==> src/rtl/vga_pkg.sv <==
// vga_pkg: 800x600 @ 60 Hz timing constants (40 MHz pixel clock) and the
// coordinate type shared by the timing generator, draw stages and benches.
package vga_pkg;

  localparam int HOR_TOTAL_TIME  = 1056;
  localparam int HOR_BLANK_START = 800;
  localparam int HOR_SYNC_START  = 840;
  localparam int HOR_SYNC_STOP   = 968;
  localparam int VER_TOTAL_TIME  = 628;
  localparam int VER_BLANK_START = 600;
  localparam int VER_SYNC_START  = 601;
  localparam int VER_SYNC_STOP   = 605;

  typedef logic [10:0] coord_t;

endpackage

==> src/rtl/vga_timing_if.sv <==
// vga_timing_if: pixel coordinates, sync, blanking and frame markers from the
// timing generator (master) to downstream draw stages (slave).
interface vga_timing_if;
  import vga_pkg::*;

  coord_t      hcount;
  coord_t      vcount;
  logic        hsync;
  logic        vsync;
  logic        hblnk;
  logic        vblnk;
  logic        frame_start;
  logic [15:0] frame_cnt;

  modport master (
    output hcount, vcount, hsync, vsync, hblnk, vblnk, frame_start, frame_cnt
  );

  modport slave (
    input hcount, vcount, hsync, vsync, hblnk, vblnk, frame_start, frame_cnt
  );
endinterface

==> src/rtl/vga_timing.sv <==
// vga_timing: VGA raster generator. Two wrapping counters (pixel, line) with
// all decoded outputs registered from the next-state counts, so sync/blank
// and frame_start always describe the coordinate presented in the same cycle.
// Optional macro VGA_TIMING_FRAME_CNT_EN enables the completed-frame counter;
// without it frame_cnt is tied to 0.
module vga_timing #(
  parameter int HOR_TOTAL_TIME  = vga_pkg::HOR_TOTAL_TIME,
  parameter int HOR_BLANK_START = vga_pkg::HOR_BLANK_START,
  parameter int HOR_SYNC_START  = vga_pkg::HOR_SYNC_START,
  parameter int HOR_SYNC_STOP   = vga_pkg::HOR_SYNC_STOP,
  parameter int VER_TOTAL_TIME  = vga_pkg::VER_TOTAL_TIME,
  parameter int VER_BLANK_START = vga_pkg::VER_BLANK_START,
  parameter int VER_SYNC_START  = vga_pkg::VER_SYNC_START,
  parameter int VER_SYNC_STOP   = vga_pkg::VER_SYNC_STOP
) (
  input  logic          clk,
  input  logic          rst,
  vga_timing_if.master  vga_o
);
  import vga_pkg::*;

  // Timing must fit the 11-bit counters and keep blank < sync start < sync stop.
  localparam bit PARAMS_OK =
    (HOR_BLANK_START < HOR_SYNC_START) && (HOR_SYNC_START < HOR_SYNC_STOP) &&
    (HOR_SYNC_STOP <= HOR_TOTAL_TIME) && (HOR_TOTAL_TIME <= 2047) &&
    (VER_BLANK_START < VER_SYNC_START) && (VER_SYNC_START < VER_SYNC_STOP) &&
    (VER_SYNC_STOP <= VER_TOTAL_TIME) && (VER_TOTAL_TIME <= 2047);

  if (!PARAMS_OK) begin : g_bad_timing
    $error("vga_timing: inconsistent timing parameters");
  end

  localparam coord_t H_LAST  = coord_t'(HOR_TOTAL_TIME - 1);
  localparam coord_t V_LAST  = coord_t'(VER_TOTAL_TIME - 1);
  localparam coord_t H_BLANK = coord_t'(HOR_BLANK_START);
  localparam coord_t H_SYNC0 = coord_t'(HOR_SYNC_START);
  localparam coord_t H_SYNC1 = coord_t'(HOR_SYNC_STOP);
  localparam coord_t V_BLANK = coord_t'(VER_BLANK_START);
  localparam coord_t V_SYNC0 = coord_t'(VER_SYNC_START);
  localparam coord_t V_SYNC1 = coord_t'(VER_SYNC_STOP);

  coord_t hcount_q, hcount_d;
  coord_t vcount_q, vcount_d;
  logic   hsync_q, vsync_q, hblnk_q, vblnk_q;
  logic   frame_start_q, frame_start_d;

  // Next raster position: pixel wraps every line, line steps only at end of line.
  always_comb begin
    hcount_d = (hcount_q == H_LAST) ? '0 : hcount_q + coord_t'(1);
    vcount_d = vcount_q;
    if (hcount_q == H_LAST) begin
      vcount_d = (vcount_q == V_LAST) ? '0 : vcount_q + coord_t'(1);
    end
    frame_start_d = (hcount_d == '0) && (vcount_d == '0);
  end

  // Counters and decode registered together; reset lands on visible pixel (0,0).
  always_ff @(posedge clk or posedge rst) begin
    if (rst) begin
      hcount_q      <= '0;
      vcount_q      <= '0;
      hsync_q       <= 1'b0;
      vsync_q       <= 1'b0;
      hblnk_q       <= 1'b0;
      vblnk_q       <= 1'b0;
      frame_start_q <= 1'b1;
    end else begin
      hcount_q      <= hcount_d;
      vcount_q      <= vcount_d;
      hblnk_q       <= (hcount_d >= H_BLANK);
      hsync_q       <= (hcount_d >= H_SYNC0) && (hcount_d < H_SYNC1);
      vblnk_q       <= (vcount_d >= V_BLANK);
      vsync_q       <= (vcount_d >= V_SYNC0) && (vcount_d < V_SYNC1);
      frame_start_q <= frame_start_d;
    end
  end

`ifdef VGA_TIMING_FRAME_CNT_EN
  logic [15:0] frame_cnt_q;

  // Count each wrap to (0,0); the reset frame itself is not counted.
  always_ff @(posedge clk or posedge rst) begin
    if (rst) begin
      frame_cnt_q <= '0;
    end else if (frame_start_d) begin
      frame_cnt_q <= frame_cnt_q + 16'd1;
    end
  end

  assign vga_o.frame_cnt = frame_cnt_q;
`else
  assign vga_o.frame_cnt = '0;
`endif

  assign vga_o.hcount      = hcount_q;
  assign vga_o.vcount      = vcount_q;
  assign vga_o.hsync       = hsync_q;
  assign vga_o.vsync       = vsync_q;
  assign vga_o.hblnk       = hblnk_q;
  assign vga_o.vblnk       = vblnk_q;
  assign vga_o.frame_start = frame_start_q;

endmodule
==> src/flat_wrapper.sv <==
// flat-port wrapper written by rule: the top's interface ports become plain ports
module vga_timing_flat import vga_pkg::*;
#(
  parameter int HOR_TOTAL_TIME  = vga_pkg::HOR_TOTAL_TIME,
  parameter int HOR_BLANK_START = vga_pkg::HOR_BLANK_START,
  parameter int HOR_SYNC_START  = vga_pkg::HOR_SYNC_START,
  parameter int HOR_SYNC_STOP   = vga_pkg::HOR_SYNC_STOP,
  parameter int VER_TOTAL_TIME  = vga_pkg::VER_TOTAL_TIME,
  parameter int VER_BLANK_START = vga_pkg::VER_BLANK_START,
  parameter int VER_SYNC_START  = vga_pkg::VER_SYNC_START,
  parameter int VER_SYNC_STOP   = vga_pkg::VER_SYNC_STOP
)
  (clk, rst, vga_o_hcount, vga_o_vcount, vga_o_hsync, vga_o_vsync, vga_o_hblnk, vga_o_vblnk, vga_o_frame_start, vga_o_frame_cnt);
  vga_timing_if vga_o_i ();
  input  logic clk;
  input  logic rst;
  output wire logic [$bits(vga_o_i.hcount)-1:0] vga_o_hcount;
  output wire logic [$bits(vga_o_i.vcount)-1:0] vga_o_vcount;
  output wire logic [$bits(vga_o_i.hsync)-1:0] vga_o_hsync;
  output wire logic [$bits(vga_o_i.vsync)-1:0] vga_o_vsync;
  output wire logic [$bits(vga_o_i.hblnk)-1:0] vga_o_hblnk;
  output wire logic [$bits(vga_o_i.vblnk)-1:0] vga_o_vblnk;
  output wire logic [$bits(vga_o_i.frame_start)-1:0] vga_o_frame_start;
  output wire logic [$bits(vga_o_i.frame_cnt)-1:0] vga_o_frame_cnt;
  assign vga_o_hcount = vga_o_i.hcount;
  assign vga_o_vcount = vga_o_i.vcount;
  assign vga_o_hsync = vga_o_i.hsync;
  assign vga_o_vsync = vga_o_i.vsync;
  assign vga_o_hblnk = vga_o_i.hblnk;
  assign vga_o_vblnk = vga_o_i.vblnk;
  assign vga_o_frame_start = vga_o_i.frame_start;
  assign vga_o_frame_cnt = vga_o_i.frame_cnt;
  vga_timing #(.HOR_TOTAL_TIME(HOR_TOTAL_TIME), .HOR_BLANK_START(HOR_BLANK_START), .HOR_SYNC_START(HOR_SYNC_START), .HOR_SYNC_STOP(HOR_SYNC_STOP), .VER_TOTAL_TIME(VER_TOTAL_TIME), .VER_BLANK_START(VER_BLANK_START), .VER_SYNC_START(VER_SYNC_START), .VER_SYNC_STOP(VER_SYNC_STOP)) u_core (.clk(clk), .rst(rst), .vga_o(vga_o_i));
endmodule
==> config.mk <==
export PLATFORM = sky130hd
export DESIGN_NAME = vga_timing_flat
export DESIGN_NICKNAME = d
export VERILOG_FILES = /design/src/rtl/vga_pkg.sv /design/src/rtl/vga_timing_if.sv /design/src/rtl/vga_timing.sv /design/src/flat_wrapper.sv
export SDC_FILE = /design/constraint.sdc
export NUM_CORES = 1
export LEC_CHECK = 0
export CAP_MARGIN = 20
export CORE_AREA = 2 2 67 69
export CTS_CLUSTER_SIZE = 12
export DETAILED_ROUTE_END_ITERATION = 8
export DIE_AREA = 0 0 69 71
export DONT_BUFFER_PORTS = 1
export GPL_TIMING_DRIVEN = 0
export PLACE_DENSITY = 0.63
export SLEW_MARGIN = 20
export SYNTH_ARGS = -nofsm -noshare
export SYNTH_HDL_FRONTEND = slang
export SYNTH_SLANG_ARGS = --single-unit
export TNS_END_PERCENT = 10
==> constraint.sdc <==
create_clock -name clk -period 6.5 [get_ports clk]
set_input_delay 0.65 -clock clk [delete_from_list [all_inputs] [get_ports clk]]
set_output_delay 0.65 -clock clk [all_outputs]
set_load 0.05 [all_outputs]
==> qor.csv <==
metric;value;unit
status;complete, no violations;
Post-synth EDFFs;0;
Netlist cell types;55;
Detail Route Antenna Nets;0;
via count;1270;
cts hold-fix bufs;0;
CP endpoint kind;register;
gr ovfl total;0;
WP data required;6680;ps
largest net degree at the start of global routing;28;
Startpoint Class;register;
R2R Setup Slk;3660;ps
Initial Util;40.7;%
Setup violations, final;0;
post-CTS sizing;0;
arrival time of the worst setup path;3020;ps
Critical Path End;u_core.vga_o.frame_start$_DFF_PP1_;
area growth from synthesis to layout;9.96;%
Seq/Total Area, Yosys;39.6;%
via/cell ratio;5.16;
Lkg Pwr;0.855;nW
Cell Area, Synth;0.00171;mm^2
top-area cell type share of the netlist area;38.1;%
DRC Markers;0;
RSZ-0062 raised after global routing;false;
Inserted Clock Buffers;3;
worst r2r src;u_core.vga_o.hcount[0]$_DFF_PP0_;
delay-heaviest family, CP;simple AND/OR/NAND/NOR gates;
reg2reg path depth;9;
Tightest Hold Check Type;in2async;
Setup WS pre-CTS;3720;ps
main area contributors after synthesis;dfrtp_1 (38%), buf_4 (7.9%), xnor2_1 (4.6%);
Post-synth ARST share;100;%
die span in x;69;um
cell with the most instances after synthesis;dfrtp_1;
number of DRC markers in iteration 0;45;
Die Area;0.00490;mm^2
Fin Hold WS;297;ps
Cell Area, Placed;0.00183;mm^2
leading area contributor after synthesis;dfrtp_1;
CTS tree;yes;
Post-CTS Repair Setup Buffers;0;
DIE HEIGHT;71;um
Worst-Margin Slew;732;ps
slew margin rel.;51.2;%
final core occ;44.7;%
fin. max-slew vios;0;
maxcap violations;0;
antenna cells;0;
dpl cells;242;
DRT Pass-1 Iters;4;
Sink Count;27;
final worst slack;3660;ps
first-pass GRT wire length;5.94;mm
Syn Area/Cell;9.77;um^2
clk_skew;3.41;ps
io pins;45;
Crit Path Max Fanout;10;
Worst path depth;9;
final WL;3.55;mm
clock root buffer;clkbuf_8;
post-DP HPWL;2.72;mm
PwrDens;159;mW/mm^2
Port-buffer cells;0;
GRT Total Usage;14.9;%
Wirelength per Cell;14.4;um
layout cell share with drive strength beyond 1;20.6;%
Commonest cells post-synth;dfrtp_1 (26), buf_4 (18), nand2_1 (13);
worst vdd ir;0.0737;mV
Final min period;2840;ps
vias in the first global route;1254;
fmax;0.352;GHz
htree depth;1;
GP Congestion;0.809;
crit path cell chain;ha_1, and4_1, buf_6, and3_2, buf_4, nor2_1, a31oi_1, o2111ai_1, nor4bb_1;
Final #Nets;200;
final std cells w/o fill;246;
crit path kind;reg2reg;
final hold violation count;0;
Main synth FF type;dfrtp_1;
Ys Warns;0;
CTS max path bufs;2;
Worst-Skew Late Latency;280;ps
Setup crit start;u_core.vga_o.hcount[0]$_DFF_PP0_;
max incr delay on CP;780;ps
site row count;24;
crit path max-delay cell type;dfrtp_1;
Pwr Total;298;uW
FF+latch count, synth;27;
Buf+Inv Stages, Crit Path;2;
CORE AREA;0.00420;mm^2
CTS clk-pin slew, worst paths;100;ps
Final Cell Area;0.00188;mm^2
period utilization;43.7;%
setup TNS after final layout;0;ps
initial antenna violation count;0;
Gate Count Post-Synth;175;
reg2reg end;u_core.vga_o.frame_start$_DFF_PP1_;
## per-layer routing
layer	track usage (%)	wire length [um]	vias to the layer above	share of wire, %
met2	24.1	1710	38	48
li1	-	-	632	-
met5	0	0	-	0
met1	19.1	1580	593	44
met3	2.99	198	7	5.6
met4	7.19	69	0	1.9
## registers in the layout, indices dropped and copies added (netlist names)
register and cells:
u_core.vga_o.vsync 1, u_core.vga_o.vblnk 1, u_core.vga_o.vcount 11, u_core.vga_o.hblnk 1
u_core.vga_o.frame_start 1, u_core.vga_o.hsync 1, u_core.vga_o.hcount 11
## power breakdown
group | internal, mW | leakage [nW] | switching, mW
registers | 0.168 | 0.359 | 0
logic | 0.00667 | 0.474 | 0.0244
clock network | 0.0436 | 0.0217 | 0.0557
## cell type report
class | instances | area (um^2)
Fill cell | 427 | 2320
Multi-Input combinational cell | 133 | 893
Sequential cell | 27 | 677
Buffer | 22 | 165
Tap cell | 52 | 65.1
Clock buffer | 3 | 41.3
Inverter | 8 | 30.0
Clock inverter | 1 | 7.51
## layout by cell type (no fill, tap or decap), drive strengths merged, types with 4 or more instances in the layout
cell    count
dfrtp      26
and4        6
xnor2       9
xor2        6
nand3       7
nand2      13
inv         8
conb       16
nand4       7
a21oi       4
buf        21
clkbuf      4
nor3        5
nor2       12
## worst register-to-register path, stage by stage (launching register included)
cell and delay, ps:
dfrtp_1 780, ha_1 370, and4_1 240, buf_6 140
and3_2 200, buf_4 180, nor2_1 60, a31oi_1 260
o2111ai_1 190, nor4bb_1 340
## how the worst min path moves through the flow
stage                     start                          endpoint  slack, ps  cells past startpoint
after floorplan             rst      u_core.vga_o.hblnk$_DFF_PP0_        700                      1
after detailed placement    rst      u_core.vga_o.vsync$_DFF_PP0_        850                      1
final                       rst  u_core.vga_o.vcount[3]$_DFF_PP0_        300                      1
after global routing        rst  u_core.vga_o.vcount[3]$_DFF_PP0_        340                      1
after global placement      rst      u_core.vga_o.hblnk$_DFF_PP0_        840                      1
after CTS                   rst  u_core.vga_o.vcount[3]$_DFF_PP0_        540                      1
## cells by family after synthesis
group / Yosys count / synth area share (%)
flops: 27 / 39.6
mux: 2 / 1.24
xor+xnor: 15 / 7.69
other cells: 1 / 0.219
simple gates: 69 / 26.1
fa+ha+maj: 3 / 2.20
buf+inv: 30 / 11.4
compound gates: 28 / 11.6
Note: power is estimated with default switching activity, not from simulation.
